$ cat config.mk
export PLATFORM = sky130hd
export DESIGN_NAME = branch_resolve_unit_flat
export DESIGN_NICKNAME = d
export VERILOG_FILES = /design/src/rtl/branch_pkg.sv /design/src/rtl/branch_resolve_unit_if.sv /design/src/rtl/branch_resolve_unit_bht_table.sv /design/src/rtl/branch_resolve_unit.sv /design/src/flat_wrapper.sv
export SDC_FILE = /design/constraint.sdc
export NUM_CORES = 1
export LEC_CHECK = 0
export BUFFER_PORTS_ARGS = -buffer_cell sky130_fd_sc_hd__buf_2
export CORE_MARGIN = 4
export CORE_UTILIZATION = 48
export DETAILED_ROUTE_END_ITERATION = 8
export PLACE_DENSITY = 0.86
export SYNTH_ARGS = -nofsm -noshare
export SYNTH_HDL_FRONTEND = slang
export SYNTH_HIERARCHICAL = 1
export SYNTH_SLANG_ARGS = --single-unit
$ cat constraint.sdc
create_clock -name clk -period 3.3 [get_ports clk]
set_input_delay 0.66 -clock clk [delete_from_list [all_inputs] [get_ports clk]]
set_output_delay 0.66 -clock clk [all_outputs]
set_load 0.01 [all_outputs]
$ cat src/rtl/branch_pkg.sv
// Shared branch-resolution types: condition codes, 2-bit predictor states,
// and the helpers that evaluate a condition and step a counter.
package branch_pkg;

  typedef enum logic [2:0] {
    BR_NONE   = 3'd0,
    BR_EQ     = 3'd1,
    BR_NE     = 3'd2,
    BR_GE0    = 3'd3,
    BR_GT0    = 3'd4,
    BR_LE0    = 3'd5,
    BR_LT0    = 3'd6,
    BR_ALWAYS = 3'd7
  } br_cond_e;

  typedef enum logic [1:0] {
    SNT = 2'b00,
    WNT = 2'b01,
    WT  = 2'b10,
    ST  = 2'b11
  } ctr_e;

  function automatic logic br_eval(input br_cond_e cond, input logic zero, input logic sign);
    logic taken;
    taken = 1'b0;
    unique case (cond)
      BR_NONE:   taken = 1'b0;
      BR_EQ:     taken = zero;
      BR_NE:     taken = !zero;
      BR_GE0:    taken = !sign;
      BR_GT0:    taken = !sign && !zero;
      BR_LE0:    taken = sign || zero;
      BR_LT0:    taken = sign;
      BR_ALWAYS: taken = 1'b1;
      default:   taken = 1'b0;
    endcase
    return taken;
  endfunction

  // Saturating step: ST and SNT absorb further moves in their own direction.
  function automatic ctr_e ctr_next(input ctr_e cur, input logic taken);
    ctr_e nxt;
    nxt = cur;
    unique case (cur)
      SNT:     nxt = taken ? WNT : SNT;
      WNT:     nxt = taken ? WT  : SNT;
      WT:      nxt = taken ? ST  : WNT;
      ST:      nxt = taken ? ST  : WT;
      default: nxt = cur;
    endcase
    return nxt;
  endfunction

endpackage

$ cat src/rtl/branch_resolve_unit_if.sv
// Fetch-lookup, EX-resolve and statistics signals of the branch resolve unit.
interface branch_resolve_unit_if #(
  parameter int unsigned PC_WIDTH = 32
);
  logic [PC_WIDTH-1:0] if_pc;
  logic                if_pred_taken;
  logic                ex_valid;
  logic [2:0]          ex_branch;
  logic                ex_zero;
  logic                ex_sign;
  logic [PC_WIDTH-1:0] ex_pc;
  logic [PC_WIDTH-1:0] ex_target;
  logic                ex_pred_taken;
  logic                br_taken;
  logic                mispredict;
  logic [PC_WIDTH-1:0] redirect_pc;
  logic [31:0]         stat_branches;
  logic [31:0]         stat_mispredicts;

  modport master (
    output if_pc, ex_valid, ex_branch, ex_zero, ex_sign, ex_pc, ex_target, ex_pred_taken,
    input  if_pred_taken, br_taken, mispredict, redirect_pc, stat_branches, stat_mispredicts
  );

  modport slave (
    input  if_pc, ex_valid, ex_branch, ex_zero, ex_sign, ex_pc, ex_target, ex_pred_taken,
    output if_pred_taken, br_taken, mispredict, redirect_pc, stat_branches, stat_mispredicts
  );
endinterface

$ cat src/rtl/branch_resolve_unit_bht_table.sv
// Branch history table: 2-bit saturating counters, combinational read,
// synchronous single-entry update, async reset to weak-not-taken.
module bht_table
  import branch_pkg::*;
#(
  parameter int unsigned ENTRIES = 16,
  parameter int unsigned IDX_W   = $clog2(ENTRIES)
) (
  input  logic             clk,
  input  logic             rst_n,
  input  logic [IDX_W-1:0] rd_idx_i,
  output ctr_e             rd_ctr_o,
  input  logic             upd_en_i,
  input  logic [IDX_W-1:0] upd_idx_i,
  input  logic             upd_taken_i
);

  ctr_e ctr_q [ENTRIES];
  ctr_e upd_d;

  // Read sees the pre-edge value, so a same-cycle update is not forwarded.
  assign rd_ctr_o = ctr_q[rd_idx_i];

  always_comb begin
    upd_d = ctr_next(ctr_q[upd_idx_i], upd_taken_i);
  end

  always_ff @(posedge clk or negedge rst_n) begin
    if (!rst_n) begin
      for (int unsigned i = 0; i < ENTRIES; i++) begin
        ctr_q[i] <= WNT;
      end
    end else if (upd_en_i) begin
      ctr_q[upd_idx_i] <= upd_d;
    end
  end

endmodule

$ cat src/rtl/branch_resolve_unit.sv
// Branch resolve unit: condition evaluation, BHT prediction/update, registered
// redirect outputs. Statistics counters exist only with BRANCH_RESOLVE_STATS_EN.
module branch_resolve_unit
  import branch_pkg::*;
#(
  parameter int unsigned PC_WIDTH    = 32,
  parameter int unsigned BHT_ENTRIES = 16
) (
  input  logic                 clk,
  input  logic                 rst_n,
  branch_resolve_unit_if.slave bus
);

  localparam int unsigned IDX_W = $clog2(BHT_ENTRIES);

  logic [IDX_W-1:0]    if_idx;
  logic [IDX_W-1:0]    ex_idx;
  ctr_e                rd_ctr;
  logic                cond_taken;
  logic                resolve;
  logic                pc_unused;

  logic                live_q;
  logic                br_taken_q,    br_taken_d;
  logic                mispredict_q,  mispredict_d;
  logic [PC_WIDTH-1:0] redirect_q,    redirect_d;

  assign if_idx    = bus.if_pc[IDX_W+1:2];
  assign ex_idx    = bus.ex_pc[IDX_W+1:2];
  assign pc_unused = ^{bus.if_pc, bus.ex_pc};

  assign cond_taken = br_eval(br_cond_e'(bus.ex_branch), bus.ex_zero, bus.ex_sign);

  // live_q stays low through the first edge after reset release, so a
  // resolve presented across that edge is never applied.
  assign resolve = live_q && bus.ex_valid && (br_cond_e'(bus.ex_branch) != BR_NONE);

  bht_table #(
    .ENTRIES (BHT_ENTRIES),
    .IDX_W   (IDX_W)
  ) u_bht (
    .clk         (clk),
    .rst_n       (rst_n),
    .rd_idx_i    (if_idx),
    .rd_ctr_o    (rd_ctr),
    .upd_en_i    (resolve),
    .upd_idx_i   (ex_idx),
    .upd_taken_i (cond_taken)
  );

  assign bus.if_pred_taken = rd_ctr[1];

  always_comb begin
    br_taken_d   = br_taken_q;
    redirect_d   = redirect_q;
    mispredict_d = 1'b0;
    if (resolve) begin
      br_taken_d   = cond_taken;
      redirect_d   = cond_taken ? bus.ex_target : (bus.ex_pc + PC_WIDTH'(4));
      mispredict_d = (cond_taken != bus.ex_pred_taken);
    end
  end

  always_ff @(posedge clk or negedge rst_n) begin
    if (!rst_n) begin
      live_q       <= 1'b0;
      br_taken_q   <= 1'b0;
      mispredict_q <= 1'b0;
      redirect_q   <= '0;
    end else begin
      live_q       <= 1'b1;
      br_taken_q   <= br_taken_d;
      mispredict_q <= mispredict_d;
      redirect_q   <= redirect_d;
    end
  end

  assign bus.br_taken    = br_taken_q;
  assign bus.mispredict  = mispredict_q;
  assign bus.redirect_pc = redirect_q;

`ifdef BRANCH_RESOLVE_STATS_EN
  logic [31:0] stat_br_q, stat_br_d;
  logic [31:0] stat_mp_q, stat_mp_d;

  always_comb begin
    stat_br_d = stat_br_q;
    stat_mp_d = stat_mp_q;
    if (resolve && (stat_br_q != '1)) begin
      stat_br_d = stat_br_q + 32'd1;
    end
    if (mispredict_d && (stat_mp_q != '1)) begin
      stat_mp_d = stat_mp_q + 32'd1;
    end
  end

  always_ff @(posedge clk or negedge rst_n) begin
    if (!rst_n) begin
      stat_br_q <= '0;
      stat_mp_q <= '0;
    end else begin
      stat_br_q <= stat_br_d;
      stat_mp_q <= stat_mp_d;
    end
  end

  assign bus.stat_branches    = stat_br_q;
  assign bus.stat_mispredicts = stat_mp_q;
`else
  assign bus.stat_branches    = '0;
  assign bus.stat_mispredicts = '0;
`endif

endmodule

$ cat src/flat_wrapper.sv
// flat-port wrapper written by rule: the top's interface ports become plain ports
module branch_resolve_unit_flat import branch_pkg::*;
#(
  parameter int unsigned PC_WIDTH    = 32,
  parameter int unsigned BHT_ENTRIES = 16
)
  (clk, rst_n, bus_if_pc, bus_ex_valid, bus_ex_branch, bus_ex_zero, bus_ex_sign, bus_ex_pc, bus_ex_target, bus_ex_pred_taken, bus_if_pred_taken, bus_br_taken, bus_mispredict, bus_redirect_pc, bus_stat_branches, bus_stat_mispredicts);
  branch_resolve_unit_if #(.PC_WIDTH(PC_WIDTH)) bus_i ();
  input  logic clk;
  input  logic rst_n;
  input wire logic [$bits(bus_i.if_pc)-1:0] bus_if_pc;
  input wire logic [$bits(bus_i.ex_valid)-1:0] bus_ex_valid;
  input wire logic [$bits(bus_i.ex_branch)-1:0] bus_ex_branch;
  input wire logic [$bits(bus_i.ex_zero)-1:0] bus_ex_zero;
  input wire logic [$bits(bus_i.ex_sign)-1:0] bus_ex_sign;
  input wire logic [$bits(bus_i.ex_pc)-1:0] bus_ex_pc;
  input wire logic [$bits(bus_i.ex_target)-1:0] bus_ex_target;
  input wire logic [$bits(bus_i.ex_pred_taken)-1:0] bus_ex_pred_taken;
  output wire logic [$bits(bus_i.if_pred_taken)-1:0] bus_if_pred_taken;
  output wire logic [$bits(bus_i.br_taken)-1:0] bus_br_taken;
  output wire logic [$bits(bus_i.mispredict)-1:0] bus_mispredict;
  output wire logic [$bits(bus_i.redirect_pc)-1:0] bus_redirect_pc;
  output wire logic [$bits(bus_i.stat_branches)-1:0] bus_stat_branches;
  output wire logic [$bits(bus_i.stat_mispredicts)-1:0] bus_stat_mispredicts;
  assign bus_i.if_pc = bus_if_pc;
  assign bus_i.ex_valid = bus_ex_valid;
  assign bus_i.ex_branch = bus_ex_branch;
  assign bus_i.ex_zero = bus_ex_zero;
  assign bus_i.ex_sign = bus_ex_sign;
  assign bus_i.ex_pc = bus_ex_pc;
  assign bus_i.ex_target = bus_ex_target;
  assign bus_i.ex_pred_taken = bus_ex_pred_taken;
  assign bus_if_pred_taken = bus_i.if_pred_taken;
  assign bus_br_taken = bus_i.br_taken;
  assign bus_mispredict = bus_i.mispredict;
  assign bus_redirect_pc = bus_i.redirect_pc;
  assign bus_stat_branches = bus_i.stat_branches;
  assign bus_stat_mispredicts = bus_i.stat_mispredicts;
  branch_resolve_unit #(.PC_WIDTH(PC_WIDTH), .BHT_ENTRIES(BHT_ENTRIES)) u_core (.clk(clk), .rst_n(rst_n), .bus(bus_i));
endmodule
==> results of run 1 <==
## power breakdown
part	internal (W)	switching, W
Clock	0.000412	0.000326
Sequential	0.000993	0.0000757
Combinational	0.000258	0.000354
Total	0.00166	0.000755
## final cells by class
| class | instances | share of cell area |
|---|---|---|
| timing repair buffer | 116 | 0.117 |
| multi-input combinational | 375 | 0.475 |
| sequential | 67 | 0.334 |
| clock buffer | 13 | 0.0333 |
| clock inverter | 3 | 0.00888 |
| tap | 108 | 0.0266 |
| inverter | 6 | 0.00444 |
## routing by layer
layer / part of all wire / track usage
met4: 0.019 / 0.0570
met2: 0.50 / 0.362
met1: 0.40 / 0.272
met5: 0 / 0
met3: 0.079 / 0.0503
## flip-flops by register name, indices dropped and copies added, names as in the netlist
name,flops
u_core/bus.redirect_pc,32
u_core/u_bht/ctr_q,32
u_core/bus.br_taken,1
u_core/bus.mispredict,1
u_core/live_q,1
## worst max-delay path: stages
cell	delay, ns
buf_2	0.16
mux4_2	0.54
mux4_2	0.48
buf_2	0.16
## worst paths after layout
kind / from / slack [ns] / endpoint
max: bus_if_pc[2] / 0.64 / bus_if_pred_taken
min: u_core/bus.redirect_pc[22] / 0.49 / u_core/bus.redirect_pc[22]
max reg2reg: u_core/u_bht/ctr_q[9] / 1.28 / u_core/u_bht/ctr_q[30]
min reg2reg: u_core/bus.redirect_pc[22] / 0.49 / u_core/bus.redirect_pc[22]
max in group asynchronous: rst_n / 2.21 / u_core/bus.redirect_pc[6]
min in group asynchronous: rst_n / 0.52 / u_core/u_bht/ctr_q[5]
## stage by stage
stage	instances	utilization	instance area [um2]	hold slack, ns
3_3_place_gp	672	0.546	4860	0.461
3_5_place_dp	672	0.546	4860	0.470
4_1_cts	688	0.571	5070	0.488
5_1_grt	688	0.571	5070	0.505
6_report	688	0.571	5070	0.486
2_1_floorplan	530	-	4690	0.364
==> results list, run 1 <==
- Setup clock skew after layout: ~0.012 ns
* Number of antenna violations at the first check in global routing: 0
- Placement row count: 34
* Antenna Cells: 0
- Overall power consumption after layout is estimated at 0.00242 W.
- The critical path is of the input port to primary output type.
* First-pass GRT wire length: around 19,000 um
- Subtracting the final worst setup slack from the clock period gives around 2.7 ns.
* Peak Freq: roughly 0.38 GHz
- Final worst-path setup slack: around 0.64 ns
- Hold-fix buffer count after cts: 0
* Wire per inst: 16.9 um
- Prior to clock tree synthesis, the placed netlist has a worst setup slack of around 0.54 ns.
- Worst reg2reg path depth: 4
- Post-synthesis area per instance: 9.54 um2
- Total Nets Final: about 700
- In this run the post-CTS setup repair buffer count came out at 0.
- Maximum level of the CTS H-tree: 3
- Measured against its own limit, the worst slew margin works out to 0.416.
- Gates resized, CTS repair: 0
* First-pass iteration count of the detailed router: 5
- At the pin with the least slew margin, the transition time is a little under 0.9 ns.
- Setup TNS Final: 0 ns
* CP max FO: 4
- At the worst endpoint, the required time is ~2.6 ns.
- Max-cap violations in this run came to 0.
- Buffers inserted during clock tree synthesis total 9.
* Chip Width: 104 um
- FF/Latch Area: ~1700 um2
- Once detail routing completed, the nets flagged for antenna violations numbered 0.
- Final Max Tran Viols: 0
- After clock tree synthesis, the clock-pin slew on the worst setup and hold paths is roughly 0.080 ns.
- Dividing the final minimum period by the clock period gives 0.805.
* Multi-input logic area: approximately 2400 um2
- Clock tree from TritonCTS: built
- ~200 I/O pins were placed.
- Hold crit path type: flop to flop
- In this run the deepest clock path goes through 2 buffers.
- STA classifies the critical path endpoint as a primary output.
- Post-Synthesis Cell Area: between 4000 and 5000 um2
- In this run, the number of DRC markers left after iteration 0 of detailed routing was 239.
* Most common cell after layout, fill and taps aside: buf_2
- Synthesized instance count: ~470
- The congestion estimate from routability-driven global placement came to roughly 0.87.
- Total of endpoints with negative setup slack in the final report: 0
* Total leakage power: between 2 and 2.5 nW
* Share of cells above drive strength 1: 0.347
* Overall track demand over capacity in global routing: 0.213
- Die Y: about 100 um
- Effective utilization at floorplan: 0.501
- In the layout the commonest cells are 111 x buf_2, 65 x conb_1, 51 x dfrtp_1, 46 x nor2_1, 39 x nand2_1.
* Library cell used as clock root buffer: clkbuf_8
- The worst hold path passes through 2 cells.
* Number of I/O port buffers: around 110
* Total Wirelength: ~12,000 um
- Number of fill cells in the layout: ~800
* Result of the run: finished, final reports clean
- After detailed routing, the number of remaining DRC violations is 0.
* Clock sink total: 67
* Post-detail-place hpwl: about 8700 um
* Vias: roughly 3,800
* Area added between synthesis and finish: 13.8%
- The count of final hold-check violations was 0.
- The core region is between 8000 and 9000 um2.
- Leftover overflow at the end of global routing: 0
- STA classifies the critical path startpoint as an input port.
- Maximum vdd drop: between 0.2 and 0.25 mV
- Dividing the detail-routed via count by the number of cells gives between 5 and 6.
- Setup repair after global routing missed its margin: no
- At the worst endpoint, the arrival time is around 2.0 ns.
- Pin count of the biggest net entering global routing: between 60 and 70
* Vias in the first global route: roughly 3,700
- The die covers between 10,000 and 15,000 um2.
* Synth warnings: 6
* Worst-skew pair later-pin latency: 0.34 ns
- Power per Cell Area: around 480 nW/um2
No activity file was read; power rests on OpenSTA's default activity.
==> run 2: changes to the inputs <==
CORE_UTILIZATION = 44   (was 48)
PLACE_DENSITY = 0.83   (was 0.86)
clock period = 2.4 ns   (was 3.3 ns; I/O delays follow)
==> results list, run 2 (synthesis results as in run 1) <==
- Final Max Tran Viols: 0 (unchanged)
* Placed Cells incl. Taps: 707 (+5.2%)
- Vias in the first global route: 3,755 (+2.1%)
- The worst setup path is captured at a primary output.
- The number of buffers inserted by port buffering came to 111 (unchanged).
- The required arrival time at the worst endpoint came to 1.92 ns (-0.72 ns).
- The x dimension of the die is 109 um (+4.1%).
- Crit Path Class: flop to primary output
* DRC: 0 (unchanged)
* Clock transition at path regs: 0.07 ns (about the same)
- Worst slew margin: 0.554 (+0.138)
* Buffers & Inverters on Critical Path: 1 (-1)
* First-pass iteration count of the detailed router: 5 (unchanged)
* Worst setup startpoint: u_core/u_bht/ctr_q[29]
* Cell family contributing the most delay on the critical path: multiplexers
* Power per Cell Area: 610 nW/um2 (+28%)
- Transition time of the tightest slew-check pin: 0.666 ns (-0.210 ns)
* Uppermost routed layer: met4
- CP peak stage delay: 0.48 ns (-0.06 ns)
- Vias: 3,820 (+0.052%)
- The peak supply drop is 0.325 mV (+37%).
- Number of max-cap violations: 0 (unchanged)
* Wire per inst: 16.4 um (-3.1%)
- The core outline area is 9820 um2 (+10%).
* Peak Freq: 0.429 GHz
- The worst clock skew came to 0.00912 ns (-0.00270 ns).
- Min Tclk post-route: 2.33 ns
* Summed area of non-filler cells in the final layout: 5120 um2 (+1.0%)
- The via count normalized by instance count is 5.28 (-4.8%).
- Post-detail-place hpwl: 9170 um (+5.2%)
- CP Launch Type: flop
- The minimum setup slack in the final design was 0.0692 ns (-0.573 ns).
* Placement row count: 36 (+5.9%)
- The number of violations reported at the end of detailed-routing iteration 0 is 306 (+28%).
- The die extent in y was 109 um (+4.1%).
* Setup TNS Final: 0 ns (unchanged)
* Total setup buffers inserted after CTS: 0 (unchanged)
* CTS Buffer Depth: 2 (unchanged)
* Total Nets Final: 691 (+1.5%)
- For this design, the slowest cell found on the critical path is mux4_2.
- Setup repair after global routing missed its margin: no
- GPL Wtd Cong: 0.918 (+5.4%)
- Total leakage power: 2.35 nW (+1.4%)
- The share of layout cells above drive strength 1 is 0.358 (+0.0111).
- The number of routed nets with antenna violations came to 0 (unchanged).
- The placement-stage cell area is 4960 um2 (+2.2%).
* Leftover overflow at the end of global routing: 0 (unchanged)
- The tree is rooted in a clkbuf_8.
- Of the available clock period, the critical path in the final layout requires 0.971.
- Result of the run: finished, final reports clean
- The quantity of hold-fixing buffers added after cts came to 0 (unchanged).
- Walking the worst path, the cells encountered are mux4_2 -> mux4_2 -> buf_2.
* Number of fill cells in the layout: 904 (+15%)
- Amount of wire on met2 after detailed routing: 5950 um (+2.8%)
- Effective utilization at floorplan: 0.454 (-0.0474)
- Overall track demand over capacity in global routing: 0.202 (-0.0116)
- The length of routed wiring on met1 is 4540 um (-3.3%).
- The worst setup slack before clock tree synthesis is -0.0170 ns (-0.558 ns).
- The number of setup violations in the final report came to 0 (unchanged).
* Routed met3 length: 1180 um (+28%)
* Num CTS Buffers: 9 (unchanged)
* Pin count of the biggest net entering global routing: 36 (-47%)
- Data arrival time at the worst-slack endpoint: 1.85 ns (-0.15 ns)
- The area growth from synthesis to layout is 15.0%.
- The global-route wire length before repair was 18,700 um (-1.2%).
* Antenna Cells: 0 (unchanged)
- Die ar.: 11,800 um2 (+8.4%)
* Maximum level of the CTS H-tree: 3 (unchanged)
- R2r startpoint: u_core/u_bht/ctr_q[11]
- Leaving out fill and tap cells, the most frequent cell in the layout is buf_2.
* Most frequent cells in the layout: 111 x buf_2, 65 x conb_1, 51 x dfrtp_1, 46 x nor2_1, 39 x nand2_1
- The maximum fanout encountered on the critical timing path came to 3 (-1).
- In this design, the critical path's most frequently occurring cell is mux4_2.
- Final count of hold timing violations: 0 (unchanged)
* Clock tree from TritonCTS: built
- Hold crit path type: input port to asynchronous set/reset pin
- Gates resized, CTS repair: 0 (unchanged)
- Worst-skew pair later-pin latency: 0.34 ns (about the same)
- The total power is 0.00313 W (+29%).
- The number of ports placed on the die boundary is 204 (unchanged).
- Post-route insts no fill: 723 (+5.1%)
- The clock net sink count was 67 (unchanged).
- The number of antenna violations at the first check in global routing came to 0 (unchanged).
- The final wirelength was 11,800 um (+1.9%).
-- run 2: final timing paths --
path,cells after the start,slack (ns),to
min in group clk,3,0.39,u_core/bus.mispredict
worst min-delay path,1,0.09,u_core/u_bht/ctr_q[17]
max in group asynchronous,2,1.56,u_core/u_bht/ctr_q[26]
worst max register to register,4,0.38,u_core/u_bht/ctr_q[24]
worst min register to register,2,0.48,u_core/bus.redirect_pc[4]
worst max-delay path,3,0.07,bus_if_pred_taken
-- run 2: through the flow --
step / utilization / hold slack, ns
after global placement: 0.506 / 0.455
after floorplan: - / 0.184
after CTS: 0.522 / 0.0884
final: 0.522 / 0.0877
after global routing: 0.522 / 0.104
after detailed placement: 0.506 / 0.460
-- run 2: cell type report --
cell class	count	area (um2)	share of cell area
clock buffer	10	128	0.0249
clock inverter	6	32.5	0.00635
inverter	6	22.5	0.00439
multi-input combinational	375	2410	0.470
sequential	67	1700	0.331
tap	133	166	0.0325
timing repair buffer	126	668	0.130
-- run 2: per-layer routing --
layer,vias to the layer above,GRT usage
li1,1765,-
met4,0,0.0568
met2,200,0.347
met1,1831,0.251
met3,24,0.0515
met5,-,0
-- run 2: where the power goes --
part	switching, W	total, W	internal [W]
Combinational	0.000490	0.000858	0.000368
Clock	0.000432	0.000797	0.000365
Sequential	0.000106	0.00147	0.00137
==> run 3: changes to the inputs <==
ABC_AREA = 1   (was not set)
CORE_UTILIZATION = 45   (was 44)
PLACE_DENSITY = 0.82   (was 0.83)
==> results list, run 3 <==
- The length of routed met3 wiring is 1130 um (-4.0%).
- Maximum vdd drop: 0.435 mV (+34%)
- Clock sink total: 67 (unchanged)
* Worst reg2reg path depth: 11 (+7)
- The share of layout cells above drive strength 1 was 0.207 (-0.150).
- Gates resized, CTS repair: 0 (unchanged)
- The worst setup path is of the input port to primary output kind.
* Final Max Tran Viols: 0 (unchanged)
- Chip Width: 115 um (+6.1%)
- Vias: 4,932 (+29%)
- The data arrival time of the critical path was 1.46 ns (-0.39 ns).
- The number of iterations in the first detailed-routing pass was 5 (unchanged).
* Setup clock skew after layout: 0.0153 ns (+0.00621 ns)
- Cell with the largest stage delay on the worst path: inv_1
- The HPWL after detailed placement was 10,600 um (+16%).
- Area added between synthesis and finish: 12.7%
* Synth warnings: 6 (unchanged)
- Critical Path, Cell by Cell: buf_2 -> inv_1 -> a21oi_1 -> o21ai_0 -> o21ai_0 -> o211ai_1 -> nand2_1 -> buf_2
- In this run the worst hold path is classified as input port to asynchronous set/reset pin.
* Worst path required time: 1.92 ns (about the same)
- The worst setup slack before clock tree synthesis was 0.305 ns (+0.322 ns).
* Slack of the worst reg-to-reg path: 0.80 ns (+0.42 ns)
- Number of max-cap violations: 0 (unchanged)
- The die extent in y was 115 um (+6.1%).
- The maximum single-stage delay on the critical path was 0.18 ns (-0.30 ns).
* Transition time of the tightest slew-check pin: 0.608 ns (-0.0577 ns)
- Most frequent cells in the layout: 292 x nand2_1, 111 x buf_2, 74 x nor2_1, 68 x inv_1, 66 x nand3_1
* Min Tclk post-route: 1.94 ns (-0.395 ns)
- The number of diodes came to 0 (unchanged).
- DRC: 0 (unchanged)
- Leftover overflow at the end of global routing: 0 (unchanged)
- Setup repair after global routing left no endpoint under its margin.
- The minimum setup slack in the final design came to 0.465 ns (+0.395 ns).
- Total setup buffers inserted after CTS: 0 (unchanged)
- Number of I/O port buffers: 111 (unchanged)
- CP max FO: 9 (+6)
* GPL Wtd Cong: 0.926 (+0.88%)
- The worst setup path is launched from an input port.
* First-pass GRT wire length: 21,800 um (+17%)
* Most common cell after layout, fill and taps aside: nand2_1
- CTS Buffer Depth: 2 (unchanged)
- The number of global-route vias before repair is 4,533 (+21%).
- Overall power after layout: 0.00365 W (+17%)
- Total of endpoints with negative setup slack in the final report: 0 (unchanged)
* Worst-skew pair later-pin latency: 0.34 ns (about the same)
- Total Nets Final: 998 (+44%)
- The worst register-to-register path begins at u_core/u_bht/ctr_q[27].
- The total leakage power came to 3.19 nW (+36%).
- The period utilization is 0.806 (-0.165).
- Clock tree from TritonCTS: built
- Library cell used as clock root buffer: clkbuf_16
- The count of non-filler cells in the finished layout is 1,037 (+43%).
- Worst hold slack: 0.145 ns (+0.0578 ns)
- The worst relative slew slack came to 0.595 (+0.0404).
- Uppermost routed layer: met4
- Setup TNS Final: 0 ns (unchanged)
* Num CTS Buffers: 9 (unchanged)
- The number of ports placed on the die boundary is 204 (unchanged).
- The most critical setup path has its endpoint at bus_if_pred_taken.
- CP endpoint kind: primary output
- The number of instances in the placed design is 1,021 (+44%).
* Final ANT Viol Nets: 0 (unchanged)
- The pin count of the biggest net entering global routing is 37 (+2.8%).
* Detailed-routing wirelength on met1: 5660 um (+25%)
- Synthesized instance count: 788 (+69%)
* Starting DRT DRC Count: 403 (+32%)
- The quantity of hold-fixing buffers added after cts is 0 (unchanged).
- Worst R2R End: u_core/u_bht/ctr_q[20]
- The most critical setup path has its startpoint at bus_if_pc[2].
* Power per Cell Area: 624 nW/um2 (+2.4%)
- The met2 wirelength from detailed routing came to 6560 um (+10%).
* Core Region: 11,000 um2 (+12%)
- The global-route usage over all layers was 0.204 (+0.00269).
- Clock transition at path regs: 0.07 ns (about the same)
- The run finished with clean final reports.
- Final count of hold timing violations: 0 (unchanged)
- Die ar.: 13,300 um2 (+13%)
- The final wirelength is 13,500 um (+14%).
- The wire length per cell came to 13.0 um (-21%).
* Post-Synthesis Cell Area: 5180 um2 (+16%)
* Maximum level of the CTS H-tree: 3 (unchanged)
- Post-synthesis area per instance: 6.57 um2 (-31%)
- The initial cell density of the core is 0.470 (+0.0157).
- Placement row count: 38 (+5.6%)
* Peak Freq: 0.517 GHz (+20%)
* Number of antenna violations at the first check in global routing: 0 (unchanged)
- The via count normalized by instance count is 4.76 (-10%).
[run 3: critical path: cells and delay by family]
family                 cells  cell delay, ns
and+or+nand+nor            1            0.07
buffers and inverters      3            0.47
AOI/OAI and AO/OA          4            0.44
[run 3: worst min-delay path by stage]
stage / depth (start not counted) / slack [ns] / startpoint / to
floorplan: 0 / 0.18 / rst_n / u_core/bus.br_taken
global placement: 2 / 0.46 / u_core/u_bht/ctr_q[12] / u_core/u_bht/ctr_q[12]
detailed placement: 2 / 0.46 / u_core/u_bht/ctr_q[8] / u_core/u_bht/ctr_q[8]
CTS: 1 / 0.16 / rst_n / u_core/bus.redirect_pc[30]
global route: 1 / 0.19 / rst_n / u_core/bus.redirect_pc[30]
finish: 1 / 0.15 / rst_n / u_core/bus.redirect_pc[30]
[run 3: final cells by class]
cell class	instances	area, um2
clock buffer	9	225
clock inverter	7	65.1
fill	1171	5190
inverter	75	287
multi-input combinational	619	2770
sequential	67	1700
tap	140	175
timing repair buffer	120	623
[run 3: power breakdown]
group	switching [W]	total, W	internal [W]	leakage (nW)
clock	0.000552	0.00128	0.000726	0.141
sequential	0.000109	0.00147	0.00136	0.807
combinational	0.000590	0.000903	0.000313	2.24
[run 3: metal layers]
metal / up-vias / global-route usage
met2: 173 / 0.341
li1: 2530 / -
met4: 0 / 0.0415
met3: 12 / 0.0584
met5: - / 0
met1: 2217 / 0.265
[run 3: through the flow]
step	util	instance area (um2)
4_1_cts	0.529	5840
3_5_place_dp	0.503	5550
6_report	0.529	5840
5_1_grt	0.529	5840
3_3_place_gp	0.503	5550
2_1_floorplan	-	5420
